## config.mk

```make
export PLATFORM = sky130hd
export DESIGN_NAME = uart_rx_data_sampler
export DESIGN_NICKNAME = d
export VERILOG_FILES = /design/src/rtl/uart_rx_pkg.sv /design/src/rtl/uart_rx_deserializer.sv /design/src/rtl/uart_rx_data_sampler.sv
export SDC_FILE = /design/constraint.sdc
export NUM_CORES = 1
export LEC_CHECK = 0
export CAP_MARGIN = 0
export CORE_ASPECT_RATIO = 1.2
export CORE_UTILIZATION = 50
export CTS_CLUSTER_SIZE = 14
export DETAILED_ROUTE_END_ITERATION = 10
export PLACE_DENSITY_LB_ADDON = 0.05
export SETUP_SLACK_MARGIN = 0.02
export SYNTH_ARGS = -nofsm -noshare
export SYNTH_HDL_FRONTEND = slang
export SYNTH_SLANG_ARGS = --single-unit
```

## constraint.sdc

```tcl
create_clock -name clk_based_on_prescale -period 3.8 [get_ports clk_based_on_prescale]
set_input_delay 0.76 -clock clk_based_on_prescale [delete_from_list [all_inputs] [get_ports clk_based_on_prescale]]
set_output_delay 0.76 -clock clk_based_on_prescale [all_outputs]
set_load 0.03 [all_outputs]
```

## src/rtl/uart_rx_pkg.sv

```systemverilog
// Shared definitions for the UART receive path: default geometry,
// the mid-bit sample edge helper and the 3-input majority voter.
package uart_rx_pkg;

    localparam int PRESCALE_DEF = 8;
    localparam int DATA_W_DEF   = 8;

    // Middle edge of a bit period; the three samples sit at M-1, M, M+1.
    function automatic int mid_edge(input int prescale);
        return prescale / 32'sd2;
    endfunction

    // 2-of-3 vote; also used by the start-bit glitch filter.
    function automatic logic majority3(input logic a, input logic b, input logic c);
        return (a & b) | (a & c) | (b & c);
    endfunction

endpackage

```

## src/rtl/uart_rx_deserializer.sv

```systemverilog
// LSB-first shift register with a bit count and a one-cycle byte_done
// strobe. A synchronous clear resets the count and wins over a shift.
module uart_rx_deserializer
    import uart_rx_pkg::*;
#(
    parameter int DATA_W = DATA_W_DEF
) (
    input  logic              i_clk,
    input  logic              i_rst,
    input  logic              i_shift_valid,
    input  logic              i_shift_bit,
    input  logic              i_deser_en,
    input  logic              i_deser_clr,
    output logic [DATA_W-1:0] o_data,
    output logic              o_byte_done
);

    localparam int CNT_W = $clog2(DATA_W + 1);
    localparam logic [CNT_W-1:0] CNT_LAST = CNT_W'(DATA_W - 1);

    logic [CNT_W-1:0]  r_count;
    logic [DATA_W-1:0] r_data;
    logic              r_byte_done;
    logic              w_shift;
    logic              w_last;

    // Decide whether this clock shifts, and whether that shift ends the byte.
    always_comb begin
        w_shift = 1'b0;
        w_last  = 1'b0;
        if (i_shift_valid && i_deser_en && !i_deser_clr) begin
            w_shift = 1'b1;
            w_last  = (r_count == CNT_LAST);
        end else begin
            w_shift = 1'b0;
            w_last  = 1'b0;
        end
    end

    // Shift register, bit count and completion strobe.
    always_ff @(posedge i_clk or posedge i_rst) begin
        if (i_rst) begin
            r_count     <= {CNT_W{1'b0}};
            r_data      <= {DATA_W{1'b0}};
            r_byte_done <= 1'b0;
        end else begin
            r_byte_done <= w_last;
            if (i_deser_clr) begin
                r_count <= {CNT_W{1'b0}};
            end else if (w_last) begin
                r_count <= {CNT_W{1'b0}};
            end else if (w_shift) begin
                r_count <= r_count + CNT_W'(1);
            end
            if (w_shift) begin
                r_data <= {i_shift_bit, r_data[DATA_W-1:1]};
            end
        end
    end

    assign o_data      = r_data;
    assign o_byte_done = r_byte_done;

endmodule

```

## src/rtl/uart_rx_data_sampler.sv

```systemverilog
// UART RX data sampler: two-flop synchroniser, three mid-bit samples with
// a majority vote, and the LSB-first deserialiser behind it.
module uart_rx_data_sampler
    import uart_rx_pkg::*;
#(
    parameter int PRESCALE = PRESCALE_DEF,
    parameter int EDGE_W   = 4,
    parameter int DATA_W   = DATA_W_DEF
) (
    input  logic              clk_based_on_prescale,
    input  logic              asy_reset,
    input  logic              RX_IN,
    input  logic [EDGE_W-1:0] edge_count,
    input  logic              sample_en,
    input  logic              deser_en,
    input  logic              deser_clr,
    output logic              rx_sync,
    output logic              sampled_bit,
    output logic              sample_valid,
    output logic [DATA_W-1:0] P_DATA,
    output logic              byte_done
);

    localparam int MID = mid_edge(PRESCALE);
    localparam logic [EDGE_W-1:0] EDGE_S0   = EDGE_W'(MID - 32'sd1);
    localparam logic [EDGE_W-1:0] EDGE_S1   = EDGE_W'(MID);
    localparam logic [EDGE_W-1:0] EDGE_VOTE = EDGE_W'(MID + 32'sd1);

    logic [1:0] r_sync;
    logic       r_s0;
    logic       r_s1;
    logic       r_armed;
    logic       r_sampled_bit;
    logic       r_sample_valid;
    logic       w_at_s0;
    logic       w_at_s1;
    logic       w_at_vote;
    logic       w_vote;
    logic       w_armed_nxt;

    // Sample-point decode. r_armed tracks an unbroken run of sample_en
    // from the first sample, so a drop mid-window suppresses the strobe.
    always_comb begin
        w_at_s0     = sample_en && (edge_count == EDGE_S0);
        w_at_s1     = sample_en && (edge_count == EDGE_S1);
        w_at_vote   = sample_en && (edge_count == EDGE_VOTE);
        w_vote      = w_at_vote && r_armed;
        w_armed_nxt = r_armed;
        if (!sample_en) begin
            w_armed_nxt = 1'b0;
        end else if (w_at_s0) begin
            w_armed_nxt = 1'b1;
        end else if (w_at_vote) begin
            w_armed_nxt = 1'b0;
        end else begin
            w_armed_nxt = r_armed;
        end
    end

    // Two-flop synchroniser; idles high like the line itself.
    always_ff @(posedge clk_based_on_prescale or posedge asy_reset) begin
        if (asy_reset) begin
            r_sync <= 2'b11;
        end else begin
            r_sync <= {r_sync[0], RX_IN};
        end
    end

    // Capture the two early samples and vote on the third.
    always_ff @(posedge clk_based_on_prescale or posedge asy_reset) begin
        if (asy_reset) begin
            r_s0           <= 1'b1;
            r_s1           <= 1'b1;
            r_armed        <= 1'b0;
            r_sampled_bit  <= 1'b1;
            r_sample_valid <= 1'b0;
        end else begin
            r_armed        <= w_armed_nxt;
            r_sample_valid <= w_vote;
            if (w_at_s0) begin
                r_s0 <= r_sync[1];
            end
            if (w_at_s1) begin
                r_s1 <= r_sync[1];
            end
            if (w_vote) begin
                r_sampled_bit <= majority3(r_s0, r_s1, r_sync[1]);
            end
        end
    end

    uart_rx_deserializer #(
        .DATA_W(DATA_W)
    ) u_deser (
        .i_clk         (clk_based_on_prescale),
        .i_rst         (asy_reset),
        .i_shift_valid (r_sample_valid),
        .i_shift_bit   (r_sampled_bit),
        .i_deser_en    (deser_en),
        .i_deser_clr   (deser_clr),
        .o_data        (P_DATA),
        .o_byte_done   (byte_done)
    );

    assign rx_sync      = r_sync[1];
    assign sampled_bit  = r_sampled_bit;
    assign sample_valid = r_sample_valid;

endmodule

```

==> qor.tcl, run 1 <==
set qor(run_status) {finished clean}
set qor(synthDominantAreaCellType) {dfrtp_1}
set qor(tritoncts) {yes}
set qor(layout.nets) 99
set qor(gp_congestion) 0.663
set qor(drv_cap) 0
set qor(ir_drop_mv) 0.236
set qor(cp.buffers_inverters) 1
set qor(initial_detailed_routing_violation_count) 4
set qor(max_freq_mhz) 436
set qor(totalWireLength_mm) 1.36
set qor(finalNonFillerCells) 105
set qor(syn-mean-instance-area_sq_um) 13.7
set qor(grt_start_max_net_pins) 21
set qor(ant_nets) 0
set qor(yosys_warn_count) 0
set qor(dr.pass1.iters) 2
set qor(finalClockSkew_ns) 0.00234
set qor(placementRows) 16
set qor(fp.dieW_um) 39.9
set qor(initial_core_util) 0.531
set qor(clk_pin_slew_worst_paths_ns) 0.11
set qor(fp.dieArea_sq_um) 1890
set qor(crit_path_start_kind) {flip-flop}
set qor(die_h_um) 47.5
set qor(synth.net_count) 74
set qor(cts_hold_buffers) 0
set qor(post_synth_num_cell_types) 26
set qor(cts_buffer_depth) 2
set qor(cp_top_family) {buffers and inverters}
set qor(clock-root-buffer) {clkbuf_4}
set qor(clkLatencyLatePin_ns) 0.29
set qor(postCtsSetupBuffers) 0
set qor(grt.overflow.total) 0
set qor(synth.yosys.seq_area_share) 0.589
set qor(finalWorstPathRequiredPeriod_ns) 2.30
set qor(n_fill_cell) 130
set qor(drc_errors) 0
set qor(grt_pass1_wl_mm) 2.19
set qor(areaGrowthSynthToFinish_pct) 29.9
set qor(viasPerCell) 5.34
set qor(static-leakage-power_nw) 0.500
set qor(endpoint_kind) {output pin}
set qor(totalPowerFinal_mw) 0.380
set qor(hp-class) {flip-flop to flip-flop}
set qor(final_setup_fails) 0
set qor(worst-path-max-fanout) 4
set qor(coreArea_sq_um) 1620
set qor(gr-usage-all-layers) 0.174
set qor(synthesized_flop_and_latch_total) 20
set qor(setup_tns_ns) 0
set qor(netlist_top_cells_count) {dfrtp_1 (15), mux2_4 (8), dfstp_2 (5), nand2_1 (4)}
set qor(antenna_violations_before_repair) 0
set qor(netlist_top_cells_area) {dfrtp_1 (44%), dfstp_2 (15%), mux2_4 (14%)}
set qor(cts-resized-gates) 0
set qor(timing_max_transition_violations_final) 0
set qor(worst_slew_pin_slew_ns) 0.718
set qor(antenna-diode-count) 0
set qor(cp.required_ns) 3.04
set qor(finalHoldViolCount) 0
set qor(synth_top_area_frac) 0.436
set qor(route.vias.total) 561
set qor(io-pin-count) 22
set qor(period_share) 0.604
set qor(cp_slowest_cell) {clkdlybuf4s50_1}
set qor(pwr_density_nw_per_um2) 340
set qor(critical_path_arrival_ns) 1.54
set qor(max_slew_headroom_at_the_worst_pin) 0.521
set qor(number_of_flops_mapped_to_enable_cells_by_yosys) 0
set qor(rsz0062_at_grt) {false}
set qor(synthMostInstantiatedCell) {dfrtp_1}
set qor(worst_path_largest_cell_delay_ns) 0.67
set qor(post_synth_instance_area_sq_um) 861
set qor(first_global_vias) 523
set qor(placed_cells_incl_taps) 101
set qor(worst-setup-path-type) {flip-flop to output pin}
set qor(cts_num_sinks) 20
set qor(htree_num_levels) 1
set qor(hpwlAfterDp_um) 975
set qor(path_cells) {clkdlybuf4s50_1}
set qor(tritoncts.num_buffers) 3
set qor(avgRoutedWirePerCell_um) 12.9
set qor(synth-async-reset-ratio) 1.00
set qor(post_synth_inst_count) 63
set qor(portBuffers) 21
set qor(final_layout_size_suffix_gt1_frac) 0.253
set qor(synth-main-ff-cell) {dfrtp_1}
## sequential cells by signal (all words and copies together) (netlist names)
register and flops:
r_sync 2, r_armed 1, u_deser.o_data 8, r_s1 1, r_s0 1, u_deser.o_byte_done 1, sampled_bit 1, sample_valid 1
u_deser.r_count 4
## path summary, 6_finish.rpt
| check | start | endpoint | cells past startpoint | slack, ns |
|---|---|---|---|---|
| hold reg to reg | r_sync[0] | r_sync[1] | 0 | 0.37 |
| setup reg to reg | sample_valid | u_deser.o_data[7] | 3 | 2.38 |
| max in group asynchronous | asy_reset | u_deser.r_count[1] | 2 | 2.48 |
| min in group asynchronous | asy_reset | u_deser.o_data[5] | 2 | 0.87 |
| setup / recovery | r_sync[1] | rx_sync | 1 | 1.50 |
| hold / removal | r_sync[0] | r_sync[1] | 0 | 0.37 |
## through the flow
| step | cell area (sq um) | setup slack, ns | hold WS [ns] | utilization |
|---|---|---|---|---|
| after global routing | 1120 | 1.45 | 0.372 | 0.690 |
| after floorplan | 861 | 2.20 | 0.345 | - |
| after CTS | 1120 | 1.49 | 0.368 | 0.690 |
| after detailed placement | 1080 | 1.51 | 0.347 | 0.667 |
| final | 1120 | 1.50 | 0.365 | 0.690 |
| after global placement | 1080 | 1.54 | 0.350 | 0.667 |
## routing by layer
layer,global-route usage,part of all wire
met1,0.207,0.45
met2,0.290,0.50
met3,0.0279,0.030
met4,0.103,0.018
met5,0,0
## area by class of cell
type | instances | area (sq um) | share of cell area
Multi-Input combinational cell | 39 | 332 | 0.296
Timing Repair Buffer | 21 | 210 | 0.188
Tap cell | 18 | 22.5 | 0.0201
Clock buffer | 4 | 36.3 | 0.0324
Inverter | 3 | 11.3 | 0.0101
Sequential cell | 20 | 507 | 0.453
## power breakdown
part	switching, mW	internal (mW)	total (mW)
logic	0.0130	0.0177	0.0307
registers	0.00427	0.225	0.229
clock network	0.0620	0.0583	0.120
total	0.0793	0.301	0.380
## kinds of logic (layout without fill, tap and decap cells)
kind of cell	after synthesis	after routing	share of synthesized area
muxes	11	11	0.179
DFF	20	20	0.589
and+or+nand+nor	18	18	0.122
xor gates and xnor gates	1	1	0.0102
AOI/OAI and AO/OA	7	7	0.0480
buffers and inverters	4	28	0.0262
adders and majority gates	2	2	0.0262
## cells in the final DEF, fill, tap and decap left out, drive strengths merged
cell type,count
nand4,1
nand3,3
o21ai,2
nor3,1
o2111ai,1
inv,3
a21oi,3
nor2,1
clkdlybuf4s50,21
and3,1
nand2b,1
dfstp,5
dfrtp,15
clkbuf,4
nor3b,1
nand3b,1
or2,1
maj3,1
mux2,11
ha,1
nand2,5
xnor2,1
and4bb,1
a21boi,1
or4,1
Power figures use the tool's default switching activity.
==> run 2: changes to the inputs <==
--- a/config.mk
+++ b/config.mk
@@ -7,7 +7,7 @@
 export LEC_CHECK = 0
 export CAP_MARGIN = 0
 export CORE_ASPECT_RATIO = 1.2
-export CORE_UTILIZATION = 50
+export CORE_UTILIZATION = 42
 export CTS_CLUSTER_SIZE = 14
 export DETAILED_ROUTE_END_ITERATION = 10
 export PLACE_DENSITY_LB_ADDON = 0.05
==> constraint.sdc (replaced) <==
create_clock -name clk_based_on_prescale -period 1.9 [get_ports clk_based_on_prescale]
set_input_delay 0.38 -clock clk_based_on_prescale [delete_from_list [all_inputs] [get_ports clk_based_on_prescale]]
set_output_delay 0.38 -clock clk_based_on_prescale [all_outputs]
set_load 0.03 [all_outputs]
==> run 2 against run 1 <==
Global-route usage is 1.8 points lower; design area is 2.1% higher; non-clock buffer count is 3 higher; clock power is 100% higher; the flow now finishes with violations (design-rule violations); worst hold slack worse by 0.14 ns; routed wire length is 1.6% higher; critical path type unchanged; setup slack worse by 1.4 ns; first-iteration DRC count stayed put; highest routed layer unchanged; register-to-register slack worse by 1.9 ns; clock-buffer cell count stayed put; sequential share of layout area is 0.94 points lower; core utilization is 8.6 points lower.
==> qor.tcl, run 2 (synthesized netlist as in run 1, its figures left out) <==
set qor(gr-usage-all-layers) 0.155
set qor(io-pin-count) 22
set qor(finalClockSkew_ns) 0.00103
set qor(cp.required_ns) 1.52
set qor(timing_max_transition_violations_final) 0
set qor(hpwlAfterDp_mm) 1.01
set qor(clkLatencyLatePin_ns) 0.29
set qor(ant_nets) 0
set qor(static-leakage-power_nw) 0.539
set qor(clockPowerShare) 0.316
set qor(ir_drop_mv) 0.403
set qor(initial_core_util) 0.455
set qor(coreArea_sq_um) 1890
set qor(initial_detailed_routing_violation_count) 4
set qor(period_share) 0.921
set qor(clk_pin_slew_worst_paths_ns) 0.11
set qor(power_frac_seq) 0.599
set qor(mostFrequentLayoutCell) {clkdlybuf4s50_1}
set qor(hp-class) {input port to asynchronous set/reset pin}
set qor(max_slew_headroom_at_the_worst_pin) 0.663
set qor(path_cells) {clkdlybuf4s50_1}
set qor(crit_path_start_kind) {flip-flop}
set qor(layout.nets) 102
set qor(cts_num_sinks) 20
set qor(first_global_vias) 581
set qor(power_switching_mw) 0.160
set qor(final_layout_size_suffix_gt1_frac) 0.278
set qor(totalPowerFinal_mw) 0.764
set qor(areaGrowthSynthToFinish_pct) 32.7
set qor(totalWireLength_mm) 1.38
set qor(fp.dieW_um) 43.3
set qor(run_status) {complete, but fails checks}
set qor(cts_hold_buffers) 0
set qor(cp_slowest_cell) {clkdlybuf4s50_1}
set qor(pwr-share-comb) 0.085
set qor(worst-setup-path-type) {flip-flop to output pin}
set qor(route.vias.total) 577
set qor(portBuffers) 21
set qor(postCtsSetupBuffers) 0
set qor(grt.overflow.total) 0
set qor(viasPerCell) 5.29
set qor(die_h_um) 51.6
set qor(drv_cap) 0
set qor(clock-root-buffer) {clkbuf_4}
set qor(cp_top_family) {buffers and inverters}
set qor(n_fill_cell) 157
set qor(max_freq_mhz) 571
set qor(finalHoldViolCount) 0
set qor(tritoncts.num_buffers) 3
set qor(gp_congestion) 0.738
set qor(fp.dieArea_sq_um) 2240
set qor(tritoncts) {yes}
set qor(final_setup_fails) 0
set qor(worst_path_largest_cell_delay_ns) 0.68
set qor(pwr_density_nw_per_um2) 669
set qor(antenna-diode-count) 0
set qor(avgRoutedWirePerCell_um) 12.7
set qor(final_cell_mix) {clkdlybuf4s50_1 (18), dfrtp_1 (15), mux2_4 (8)}
set qor(worst_slew_pin_slew_ns) 0.506
set qor(grt_pass1_wl_mm) 2.50
set qor(htree_num_levels) 1
set qor(finalWorstPathRequiredPeriod_ns) 1.75
set qor(antenna_violations_before_repair) 0
set qor(drc_errors) 2
set qor(cp.buffers_inverters) 1
set qor(endpoint_kind) {output pin}
set qor(dr.pass1.iters) 6
set qor(cts_buffer_depth) 2
set qor(violations) {design-rule violations}
set qor(critical_path_arrival_ns) 1.37
set qor(rsz0062_at_grt) {false}
set qor(setup_tns_ns) 0
set qor(placementRows) 17
set qor(internal_portion_of_total_power_mw) 0.604
set qor(switching_share) 0.209
set qor(cts-resized-gates) 2
set qor(grt_start_max_net_pins) 19
set qor(worst-path-max-fanout) 3
set qor(number_of_flip_flops_under_the_largest_register_name) 8
run 2: cell count changes in the layout (fill, tap and decap cells not counted):
| cell | previous run | this run |
|---|---|---|
| buf_4 | 0 | 3 |
| clkdlybuf4s50_1 | 21 | 18 |
| dlygate4sd2_1 | 0 | 2 |
| dlymetal6s2s_1 | 0 | 1 |
run 2: layer usage:
metal  GRT usage  up-vias  part of all wire  wire (um)
li1            -      277                 -          -
met1       0.179      277              0.44        606
met5           0        -                 0          0
met2       0.263       19              0.49        681
met3      0.0313        4             0.043         60
met4      0.0938        0             0.024         33
run 2: stage by stage:
stage,setup slack [ns],std cells,utilization,instance area [sq um],hold slack (ns)
2_1_floorplan,0.466,63,-,861,0.340
3_3_place_gp,0.0702,105,0.584,1110,0.347
3_5_place_dp,0.0602,105,0.584,1110,0.347
4_1_cts,0.0576,109,0.602,1140,0.217
5_1_grt,0.0823,109,0.603,1140,0.215
6_report,0.150,109,0.603,1140,0.226
run 2: cell type report:
| cell class | count | area (sq um) | share of cell area |
|---|---|---|---|
| Sequential cell | 20 | 507 | 0.444 |
| Multi-Input combinational cell | 39 | 332 | 0.290 |
| Timing Repair Buffer | 24 | 233 | 0.204 |
| Clock buffer | 4 | 36.3 | 0.0318 |
| Tap cell | 19 | 23.8 | 0.0208 |
| Inverter | 3 | 11.3 | 0.00986 |
run 2: worst paths after layout:
check                                              end  slack (ns)  cells past startpoint         startpoint
max in group asynchronous                    r_sync[0]        1.19                      3          asy_reset
setup reg to reg                     u_deser.o_data[6]        0.47                      3       sample_valid
min in group clk_based_on_prescale           r_sync[1]        0.37                      0          r_sync[0]
setup / recovery                             P_DATA[7]        0.15                      1  u_deser.o_data[7]
hold reg to reg                              r_sync[1]        0.37                      0          r_sync[0]
hold / removal                      u_deser.r_count[3]        0.23                      2          asy_reset
run 2: power groups by stage:
stage | combinational (mW) | clock (mW) | sequential (mW)
final | 0.0650 | 0.242 | 0.458
after CTS | 0.0664 | 0.258 | 0.458
after global routing | 0.0723 | 0.274 | 0.460
after global placement | 0.0668 | 0 | 0.465
after detailed placement | 0.0676 | 0 | 0.466
after floorplan | 0.0261 | 0 | 0.468
